$ cat src/rtl/cpu_ctrl_pkg.sv
// Shared control-word bit positions and opcode values for the 8-bit bus CPU.
// The datapath blocks import this package so their ctrl bit picks stay in sync.
package cpu_ctrl_pkg;

    localparam int MAX_STEP = 4;

    localparam int CW_HLT = 15;
    localparam int CW_MI  = 14;
    localparam int CW_RI  = 13;
    localparam int CW_RO  = 12;
    localparam int CW_IO  = 11;
    localparam int CW_II  = 10;
    localparam int CW_AI  = 9;
    localparam int CW_AO  = 8;
    localparam int CW_EO  = 7;
    localparam int CW_SU  = 6;
    localparam int CW_BI  = 5;
    localparam int CW_OI  = 4;
    localparam int CW_CE  = 3;
    localparam int CW_CO  = 2;
    localparam int CW_JMP = 1;
    localparam int CW_FI  = 0;

    localparam logic [3:0] OP_NOP = 4'h0;
    localparam logic [3:0] OP_LDA = 4'h1;
    localparam logic [3:0] OP_ADD = 4'h2;
    localparam logic [3:0] OP_SUB = 4'h3;
    localparam logic [3:0] OP_STA = 4'h4;
    localparam logic [3:0] OP_LDI = 4'h5;
    localparam logic [3:0] OP_JMP = 4'h6;
    localparam logic [3:0] OP_JC  = 4'h7;
    localparam logic [3:0] OP_JZ  = 4'h8;
    localparam logic [3:0] OP_OUT = 4'hE;
    localparam logic [3:0] OP_HLT = 4'hF;

    // Opcodes that have at least one execute step; anything else ends after fetch.
    function automatic logic has_exec(input logic [3:0] op);
        case (op)
            OP_LDA, OP_ADD, OP_SUB, OP_STA, OP_LDI,
            OP_JMP, OP_JC, OP_JZ, OP_OUT, OP_HLT: has_exec = 1'b1;
            default:                              has_exec = 1'b0;
        endcase
    endfunction

endpackage

$ cat src/rtl/control_sequencer_microcode_rom.sv
// Combinational microcode: (opcode, step, flags) -> control word plus a flag
// marking the final active step of the instruction.
module microcode_rom
    import cpu_ctrl_pkg::*;
#(
    parameter int OPCODE_W = 4,
    parameter int STEP_W   = 3,
    parameter int CW_W     = 16
) (
    input  logic [OPCODE_W-1:0] opcode,
    input  logic [STEP_W-1:0]   step,
    input  logic                cf,
    input  logic                zf,
    output logic [CW_W-1:0]     ctrl,
    output logic                last_step
);

    always_comb begin
        ctrl      = '0;
        last_step = 1'b0;
        case (int'(step))
            0: begin
                ctrl[CW_CO] = 1'b1;
                ctrl[CW_MI] = 1'b1;
            end
            1: begin
                ctrl[CW_RO] = 1'b1;
                ctrl[CW_II] = 1'b1;
                ctrl[CW_CE] = 1'b1;
                last_step   = !has_exec(opcode);
            end
            2: begin
                last_step = 1'b1;
                case (opcode)
                    OP_LDA, OP_ADD, OP_SUB, OP_STA: begin
                        ctrl[CW_IO] = 1'b1;
                        ctrl[CW_MI] = 1'b1;
                        last_step   = 1'b0;
                    end
                    OP_LDI: begin
                        ctrl[CW_IO] = 1'b1;
                        ctrl[CW_AI] = 1'b1;
                    end
                    OP_JMP: begin
                        ctrl[CW_IO]  = 1'b1;
                        ctrl[CW_JMP] = 1'b1;
                    end
                    // Conditional jumps that are not taken still burn T2 as an idle step.
                    OP_JC: begin
                        ctrl[CW_IO]  = cf;
                        ctrl[CW_JMP] = cf;
                    end
                    OP_JZ: begin
                        ctrl[CW_IO]  = zf;
                        ctrl[CW_JMP] = zf;
                    end
                    OP_OUT: begin
                        ctrl[CW_AO] = 1'b1;
                        ctrl[CW_OI] = 1'b1;
                    end
                    OP_HLT: ctrl[CW_HLT] = 1'b1;
                    default: ;
                endcase
            end
            3: begin
                last_step = 1'b1;
                case (opcode)
                    OP_LDA: begin
                        ctrl[CW_RO] = 1'b1;
                        ctrl[CW_AI] = 1'b1;
                    end
                    OP_ADD, OP_SUB: begin
                        ctrl[CW_RO] = 1'b1;
                        ctrl[CW_BI] = 1'b1;
                        last_step   = 1'b0;
                    end
                    OP_STA: begin
                        ctrl[CW_AO] = 1'b1;
                        ctrl[CW_RI] = 1'b1;
                    end
                    default: ;
                endcase
            end
            4: begin
                last_step = 1'b1;
                if (opcode == OP_ADD || opcode == OP_SUB) begin
                    ctrl[CW_EO] = 1'b1;
                    ctrl[CW_AI] = 1'b1;
                    ctrl[CW_FI] = 1'b1;
                    ctrl[CW_SU] = (opcode == OP_SUB);
                end
            end
            default: last_step = 1'b1;
        endcase
    end

endmodule

$ cat src/rtl/control_sequencer.sv
// T-step counter and halt latch around the microcode ROM; masks the control
// word during reset and while halted.
module control_sequencer
    import cpu_ctrl_pkg::*;
#(
    parameter int OPCODE_W = 4,
    parameter int STEP_W   = 3,
    parameter int CW_W     = 16
) (
    input  logic                clk,
    input  logic                rst,
    input  logic [OPCODE_W-1:0] opcode,
    input  logic                cf,
    input  logic                zf,
    output logic [CW_W-1:0]     ctrl,
    output logic [STEP_W-1:0]   step,
    output logic                halted
);

    logic [STEP_W-1:0] step_q, step_nxt;
    logic              halted_q, halted_nxt;
    logic [CW_W-1:0]   rom_ctrl;
    logic              rom_last;

    microcode_rom #(
        .OPCODE_W (OPCODE_W),
        .STEP_W   (STEP_W),
        .CW_W     (CW_W)
    ) u_rom (
        .opcode    (opcode),
        .step      (step_q),
        .cf        (cf),
        .zf        (zf),
        .ctrl      (rom_ctrl),
        .last_step (rom_last)
    );

    always_ff @(posedge clk) begin
        if (rst) begin
            step_q   <= '0;
            halted_q <= 1'b0;
        end else begin
            step_q   <= step_nxt;
            halted_q <= halted_nxt;
        end
    end

    // HLT freezes the counter at its own step; only reset releases it.
    always_comb begin
        step_nxt   = step_q;
        halted_nxt = halted_q;
        if (!halted_q) begin
            if (rom_ctrl[CW_HLT])
                halted_nxt = 1'b1;
            else if (rom_last || step_q >= STEP_W'(MAX_STEP))
                step_nxt = '0;
            else
                step_nxt = step_q + 1'b1;
        end
    end

    always_comb begin
        ctrl = '0;
        if (!rst) begin
            if (halted_q)
                ctrl[CW_HLT] = 1'b1;
            else
                ctrl = rom_ctrl;
        end
    end

    assign step   = step_q;
    assign halted = halted_q;

endmodule

$ cat config.mk
export PLATFORM = sky130hd
export DESIGN_NAME = control_sequencer
export DESIGN_NICKNAME = d
export VERILOG_FILES = /design/src/rtl/cpu_ctrl_pkg.sv /design/src/rtl/control_sequencer_microcode_rom.sv /design/src/rtl/control_sequencer.sv
export SDC_FILE = /design/constraint.sdc
export NUM_CORES = 1
export LEC_CHECK = 0
export CAP_MARGIN = 10
export CORE_MARGIN = 5
export CORE_UTILIZATION = 30
export CTS_CLUSTER_DIAMETER = 80
export DETAILED_ROUTE_END_ITERATION = 7
export SYNTH_ARGS = -nofsm -noshare
export SYNTH_HDL_FRONTEND = slang
export SYNTH_SLANG_ARGS = --single-unit
$ cat constraint.sdc
create_clock -name clk -period 3.7 [get_ports clk]
set_clock_uncertainty 0.15 [all_clocks]
set_input_delay 0.74 -clock clk [delete_from_list [all_inputs] [get_ports clk]]
set_output_delay 0.74 -clock clk [all_outputs]
set_load 0.03 [all_outputs]
# --- Word-level counts from Yosys, hierarchy flattened ---
# Memories as Yosys holds them, arrays and structs flattened.
# Cells that the tools add are included.
# Widths: inputs -> output; s select.
word_totals:
  reg_bits: 4
  rom_bits: 16
  inputBits: 8
  out_inout_bits: 20
  elab_cells: 66
  mem_count: 1
memory_table:
  columns: ["memory", "words", "width", "rd", "rd_ports_with_merged_regs", "wr", "line", "source"]
  rows:
  - ["(no name shown)", 16, 1, 1, 0, 0, "cpu_ctrl_pkg.sv:38", "case (op)"]
classes:
  addsub: 1
  magnitude_cmp: 1
  n_eq_ne: 14
  muxes: 36
  n_bitwise: 2
  n_reduce_logical: 9
op_table:
  columns: ["operator", "n"]
  rows:
  - ["$mux 1", 24]
  - ["$eq 4x3->1 const B", 4]
  - ["$mux 16", 1]
  - ["$mux 15", 1]
  - ["$eq 4x4->1 const B", 3]
  - ["$pmux 1 s3", 3]
  - ["$eq 4x2->1 const B", 2]
  - ["$eq 3x2->1 const B", 2]
  - ["$pmux 1 s2", 3]
  - ["$reduce_or 6->1", 1]
  - ["$eq 4x1->1 const B", 1]
  - ["$mux 2", 2]
  - ["$pmux 1 s4", 1]
  - ["$reduce_or 4->1", 1]
  - ["$add 3x1->3 const B", 1]
  - ["$eq 3x1->1 const B", 1]
  - ["$eq 3x3->1 const B", 1]
  - ["$ge 3x3->1 const B", 1]
  - ["$logic_not 3->1", 1]
  - ["$mux 3", 1]
  - ["$reduce_or 3->1", 1]
  - ["$logic_or 1x1->1", 2]
  - ["$not 1->1", 2]
  - ["$reduce_and 2->1", 1]
  - ["2 further kinds", 2]

# --- Longest topological paths before layout ---
# Gate-level depths: netlist (run 1).
logic_depth:
  ltp_word: 6
  mapped_depth: 6
  depth_no_buf: 6

# --- Cells and area by module ---
# From an unflattened synthesis (run 1), not the netlist that was laid out.
hier_totals:
  hier_cells: 92
  area_unflattened_um2: 665.6
by_module_without_submodules:
  columns: ["mod", "n_inst", "cells_each", "area_per_inst_um2", "seq_area_each_um2"]
  rows:
  - ["microcode_rom", 1, 56, 364.1, 0.0]
  - ["control_sequencer", 1, 36, 301.5, 80.1]

# --- Worst setup path after synthesis (run 1) ---
# Ideal clock, no wire load.
synth_path:
  path_type: "input-to-output"
  startpoint: "input port opcode[3]"
  endpoint: "output port ctrl[6]"
  arrival_time_ns: 2.350
  required_ns: 2.810
  slack_ns: 0.460
  cell_stages: 5
  path_buffers: 1
  cell_sequence: "buf_1 nor2_1 nand4_1 nor3_1 and2_1"
synth_via:
  elab_chain_len: 6
  elab_cells_between_ends: 7
  cone_classes: "eq/ne (2); mux (4); reduce/logical (1)"
synth_lines:
  columns: ["element", "line", "source"]
  rows:
  - ["from (decl)", "control_sequencer.sv:12", "input logic [OPCODE_W-1:0] opcode,"]
  - ["$eq 4x2->1, on equally long branches", "control_sequencer_microcode_rom.sv:86, control_sequencer_microcode_rom.sv:90", null]
  - ["$logic_or 1x1->1", "control_sequencer_microcode_rom.sv:86", "if (opcode == OP_ADD || opcode == OP_SUB) begin"]
  - ["$mux 2 (*)", "control_sequencer_microcode_rom.sv:86", null]
  - ["$mux 2 (*)", "control_sequencer_microcode_rom.sv:21", "case (int'(step))"]
  - ["$mux 15 (*)", "control_sequencer.sv:65", "if (halted_q)"]
  - ["$mux 16 (*)", "control_sequencer.sv:64", "if (!rst) begin"]
  - ["to (decl)", "control_sequencer.sv:15", "output logic [CW_W-1:0] ctrl,"]
# Mark *: on every way between the ends. The rest lies on a longest branch, timed or not.

# --- Worst setup path after layout (run 1) ---
layout_path:
  startpoint: "input port opcode[1]"
  endpoint: "output port ctrl[8]"
layout_via:
  elab_chain_len: 5
  elab_cells_between_ends: 7
  cone_classes: "eq/ne (2); mux (5)"
layout_lines:
  columns: ["element", "line"]
  rows:
  - ["$eq 4x3->1 or $eq 4x4->1 (tied branches)", "control_sequencer_microcode_rom.sv:67, control_sequencer_microcode_rom.sv:34"]
  - ["$mux 1, on equally long branches", "control_sequencer_microcode_rom.sv:67, control_sequencer_microcode_rom.sv:34"]
  - ["$pmux 1 s2 (*)", "control_sequencer_microcode_rom.sv:21"]
  - ["$mux 15 (*)", "control_sequencer.sv:65"]
  - ["$mux 16 (*)", "control_sequencer.sv:64"]
# Marked as above.

==> results.md, run 1 <==
* Fraction of registers with async set or reset after synthesis at 0
* Clk root buf: clkbuf_4
* IO Port Bufs at 27
* Max-Cap Viols at 0
* Met3 Usage GRT at 0.0249
* Mean Syn Cell Area at 7.09 um^2
* Post-route ant nets at 0
* # DRC at 0
* Clk_lat worst skew at 0.23 ns
* Status: complete, no violations
* Fin area at 907 um^2
* Layout cells sized above 1 at 0.126
* Drt initial violations at 9
* Slew Limit Headroom at 0.783
* Worst path bufs/invs at 3
* Antenna violations before repair at 0
* TritonCTS Sinks at 4
* Crit-path slowest cell: clkdlybuf4s50_1
* CP Capture Point: ctrl[8]
* Post-synth top cells: inv_1 (8), nor2_1 (8), nand2_1 (6), a21oi_1 (5), ha_1 (5)
* Vias per std cell at 4.96
* Comb pwr share at 0.687
* Drt pass-1 iters at 4
* GR Overflow Total at 0
* Cell Area, Placed at ~880 um^2
* Ys Warns at 0
* Synthesized flop and latch total at 4
* Cell Area, Synth at roughly 570 um^2
* Hold WS at 0.415 ns
* CP peak stage delay at about 0.66 ns
* Critical path startpoint: opcode[1]
* Cell mode on critical path: clkdlybuf4s50_1
* Delay-heaviest family, CP: buffers and inverters
* CTS max path bufs at 2
* CORE AREA at about 0.0018 mm^2
* Routed WL at ~1.7 mm
* Post-CTS Setup Bufs at 0
* Wire per inst at ~12 um
* Crit share post-route at 0.956
* Hold-fix buffers, CTS at 0
* Cell Count, Final, Fillers Out at ~140
* # rows at 15
* Req. time, crit path at ~2.8 ns
* Crit end category: primary output
* Vias in the first global route at about 630
* Area Growth Syn to Fin at 58.0%
* Crit start category: primary input
* Seq pwr share at 0.178
* TritonCTS clock tree: built
* DR vias at between 600 and 700
* Cts repair resizes at 0
* Initial Utilization at 0.326
* Switching power total at 0.187 mW
* Final Hold Vio Count at 0
* Share of the synthesized area in the top cell type at 0.139
* Layout Nets at 126
* Width of the die at between 50 and 60 um
* Critical path fanouts, max at 7
* Gr usage total at 0.123
* I/O Pins at 28
* Top_reg_cell synth: dfxtp_1
* Sequential-to-total area share from yosys stat at 0.139
* Worst IR Drop VDD at ~360 uV
* GRT met2 Usage at 0.204
* Placed cell count at roughly 130
* Synth unique cells at 33
* Sw frac at 0.475
* Die H at 53.8 um
* Busiest grt layer: met2
* Worst hold path type: flop to flop
* Hold Path Depth at 2
* Clk pin slew, worst setup/hold paths at 0.04 ns
* CP cell instances: clkdlybuf4s50_1 > buf_4 > nor2_1 > and4b_1 > or2_1 > clkdlybuf4s50_1
* H-tree Lvls at 1
* Crit path kind: primary input to primary output
* CTS buffer count at 3
* Pint at 0.207 mW
* Die area at just under 0.003 mm^2
* Gpl congestion at ~0.76
* Post-synth EDFFs at 0
* Pin count of the biggest net entering global routing at 9
* Post-layout util at 0.514
* Fillers at approximately 200
* Cells taking the most area after synthesis: dfxtp_1 (14%), ha_1 (11%), inv_1 (5.2%)
* First-pass GRT wire length at ~2.6 mm
* Final setup vio count at 0
* R2r setup slk at 1.77 ns
* Diode count at 0
* Dpl hpwl at about 1.4 mm
* RSZ-0062 raised after global routing: false
* Clock power frac at 0.135
* Leakage at between 0.3 and 0.4 nW
* PwrDens at roughly 430 mW/mm^2
* Reg-to-Reg End: step[2]
* R2R depth at 7
* Minimum clock period at between 3 and 4 ns
* Mapped Cells at 81
* Least-Margin Pin Slew at approximately 0.32 ns
* Final setup TNS at 0 ns
* Syn Nets at 94
* Final max-slew violation count at 0
* Top achievable clock speed at between 200 and 300 MHz
* GRT met1 Usage at 0.149
* Arr. time, crit path at around 2.7 ns
* Stages on the worst setup path at 6
* R2r startpoint: step[0]
* Area leader, netlist: dfxtp_1
layer usage:
metal / wire (um) / part of all wire
met3: 126 / 0.076
met1: 753 / 0.46
met5: 0 / 0
met4: 0 / 0
met2: 770 / 0.47
flip-flops by register name, indices dropped and copies added, names as in the netlist:
signal and cells:
step 3, halted 1
cell families after synthesis:
group | after synthesis | synth area share
AND/OR/NAND/NOR | 39 | 0.381
AO/OA/AOI/OAI | 18 | 0.240
buffers and inverters | 14 | 0.111
adder cells (fa/ha/maj) | 5 | 0.109
flip-flops | 4 | 0.139
multiplexers | 1 | 0.0196
worst min-delay path: cells and delay by family (launching register included):
kind            cells  cell delay, ns
compound gates      1            0.07
buf+inv             1            0.10
flops               1            0.33
per-stage QoR:
step | setup WS, ns | power (mW)
after global routing | 0.0399 | 0.427
after floorplan | 0.460 | 0.255
after global placement | 0.185 | 0.343
after CTS | 0.156 | 0.401
after detailed placement | 0.168 | 0.343
final | 0.163 | 0.394
worst min-delay path by stage:
stage	from	to	slack, ns
after global placement	step[1]	step[1]	0.40
after CTS	step[1]	step[1]	0.42
after detailed placement	step[1]	step[1]	0.41
final	step[1]	step[1]	0.41
after floorplan	step[1]	step[1]	0.51
after global routing	step[1]	step[1]	0.47
cells in the final DEF, fill, tap and decap left out, types with 2 or more instances in the layout:
master	count
nor3_1	4
buf_4	7
clkdlybuf4s50_1	26
inv_1	8
nor4_1	2
o21bai_1	2
nand3_1	2
dfxtp_1	4
o21a_1	2
nor3_2	2
clkbuf_4	3
and2_1	4
nand2_1	6
a21oi_1	5
nor2_1	8
and3_1	2
nor3b_1	3
ha_1	5
o32ai_1	2
power by group through the flow:
| stage | clock network [mW] | registers [mW] | logic [mW] |
|---|---|---|---|
| after floorplan | 0 | 0.0891 | 0.166 |
| after global placement | 0 | 0.0707 | 0.273 |
| after detailed placement | 0 | 0.0705 | 0.273 |
| after CTS | 0.0572 | 0.0702 | 0.274 |
| after global routing | 0.0598 | 0.0729 | 0.294 |
| final | 0.0532 | 0.0701 | 0.271 |
final cells by class:
type	count	area [um^2]	area share
clock buffers	3	22.5	0.0248
well taps	25	31.3	0.0345
multi-input cells	63	430	0.474
flip-flops and latches	4	80.1	0.0883
inverters	8	30.0	0.0331
repair buffers	33	313	0.345
(Power assumes the default switching activity.)
==> inputs of run 2 (changes only) <==
--- a/config.mk
+++ b/config.mk
@@ -10,6 +10,7 @@
 export CORE_UTILIZATION = 30
 export CTS_CLUSTER_DIAMETER = 80
 export DETAILED_ROUTE_END_ITERATION = 7
+export REMOVE_ABC_BUFFERS = 1
 export SYNTH_ARGS = -nofsm -noshare
 export SYNTH_HDL_FRONTEND = slang
 export SYNTH_SLANG_ARGS = --single-unit
==> run 2 against run 1 <==
Global-route usage shrank 0.46 points. Register-to-register slack gained 0.07 ns. Fmax is essentially flat. Sequential share of layout area grew 0.098 points. Sequential power is essentially flat. Worst setup slack lost 0.0032 ns. Sequential cell count is the same. Die area is the same. Non-clock buffer count shrank 1. Critical path type unchanged. Highest routed layer is now met4.
==> results.md, run 2 (synthesis gave the netlist of run 1 again) <==
* Status: complete, no violations
* Routed WL at between 1.5 and 2 mm
* PwrDens at about 440 mW/mm^2
* RSZ-0062 raised after global routing: false
* Gr usage total at 0.118
* TritonCTS clock tree: built
* Vias per std cell at approximately 4.8
* Clk pin slew, worst setup/hold paths at about 0.04 ns
* Slew Limit Headroom at 0.786
* I/O Pins at 28
* Diode count at 0
* Cts repair resizes at 0
* Final Hold Vio Count at 0
* Wire per inst at 11.8 um
* Initial Utilization at 0.326
* CORE AREA at 0.00176 mm^2
* Post-CTS Setup Bufs at 0
* Least-Margin Pin Slew at ~0.32 ns
* Commonest non-fill, non-tap cell in the layout: clkdlybuf4s50_1
* Fin area at 897 um^2
* Width of the die at about 54 um
* Gpl congestion at between 0.7 and 0.8
* Post-route ant nets at 0
* Pin count of the biggest net entering global routing at 12
* Hold-fix buffers, CTS at 0
* Drt pass-1 iters at 4
* GR Overflow Total at 0
* Worst hold path type: flop to flop
* Final max-slew violation count at 0
* Crit share post-route at 0.957
* Clk root buf: clkbuf_4
* Critical path fanouts, max at 9
* Antenna violations before repair at 0
* TritonCTS Sinks at 4
* Leakage at between 0.3 and 0.4 nW
* Comb pwr share at 0.688
* Max-Cap Viols at 0
* # DRC at 0
* Crit start category: primary input
* Worst IR Drop VDD at 350 uV
* Top achievable clock speed at ~280 MHz
* Highest-count cells in the layout ignoring fill and taps: clkdlybuf4s50_1 (25), inv_1 (8), nor2_1 (8)
* Vias in the first global route at 655
* Clk_lat worst skew at ~0.23 ns
* Final setup TNS at 0 ns
* CTS max path bufs at 2
* Sw frac at 0.477
* Area Growth Syn to Fin at 56.2%
* Pint at between 0.2 and 0.25 mW
* # rows at 15
* Crit end category: primary output
* Drt initial violations at 4
* Minimum clock period at approximately 3.5 ns
* IO Port Bufs at 27
* Dpl hpwl at approximately 1.3 mm
* First-pass GRT wire length at around 2.6 mm
* Req. time, crit path at approximately 2.8 ns
* Final setup vio count at 0
* Clock power frac at 0.136
* DR vias at 643
* Arr. time, crit path at around 2.7 ns
* Seq pwr share at 0.177
* Die area at 0.00289 mm^2
* Layout Nets at ~130
* Largest register FFs at 3
* CTS buffer count at 3
* H-tree Lvls at 1
* Crit path kind: primary input to primary output
* Switching power total at between 0.15 and 0.2 mW
* Die H at approximately 54 um
* Cell Area, Placed at between 800 and 900 um^2
* Layout cells sized above 1 at 0.127
==> run 2: changes by cell type in the layout (fill, tap and decap cells not counted) <==
cell,delta
clkdlybuf4s50_1,-1
==> run 2: final timing paths <==
path / cells after the start / from / end / slack, ns
worst max-delay path: 6 / opcode[2] / ctrl[1] / 0.16
worst min-delay path: 2 / step[1] / step[1] / 0.42
worst max register to register: 6 / step[0] / step[1] / 1.84
worst min register to register: 2 / step[1] / step[1] / 0.42
==> run 2: metrics by stage <==
stage               std cells  worst slack, ns  power [mW]  hold slack [ns]   util
floorplan                  75           0.0908       0.246            0.513      -
detailed placement        132            0.177       0.344            0.418  0.496
CTS                       135            0.165       0.401            0.429  0.509
global placement          132            0.205       0.347            0.420  0.496
global route              135           0.0559       0.430            0.474  0.509
finish                    135            0.159       0.396            0.422  0.509
==> run 2: power by group through the flow <==
stage	logic (mW)	registers, mW	clock network [mW]
after floorplan	0.157	0.0891	0
after global placement	0.276	0.0703	0
after detailed placement	0.273	0.0702	0
after CTS	0.275	0.0698	0.0568
after global routing	0.299	0.0726	0.0584
final	0.272	0.0698	0.0536
==> run 2: layer usage <==
layer  track usage  vias up  wire [um]
li1              -      349          -
met1         0.145      272        736
met2         0.198       20        745
met3        0.0166        2         97
met4        0.0596        0         17
met5             0        -          0
==> run 2: layout make-up <==
| class | instances | area, um^2 |
|---|---|---|
| Fill cell | 187 | 867 |
| Multi-Input combinational cell | 63 | 430 |
| Timing Repair Buffer | 32 | 303 |
| Sequential cell | 4 | 80.1 |
| Tap cell | 25 | 31.3 |
| Inverter | 8 | 30.0 |
| Clock buffer | 3 | 22.5 |
==> run 2: worst max-delay path, cell delays in order <==
cell and delay [ns]:
clkdlybuf4s50_1 0.50, buf_4 0.21, nor3_1 0.27, o21bai_1 0.12
a21oi_1 0.13, clkdlybuf4s50_1 0.68
==> inputs of run 3 (changes only) <==
--- a/config.mk
+++ b/config.mk
@@ -10,7 +10,6 @@
 export CORE_UTILIZATION = 30
 export CTS_CLUSTER_DIAMETER = 80
 export DETAILED_ROUTE_END_ITERATION = 7
-export REMOVE_ABC_BUFFERS = 1
 export SYNTH_ARGS = -nofsm -noshare
 export SYNTH_HDL_FRONTEND = slang
 export SYNTH_SLANG_ARGS = --single-unit
==> results of run 3 <==
No change in the layout: final DEF, timing and power equal those of run 1.
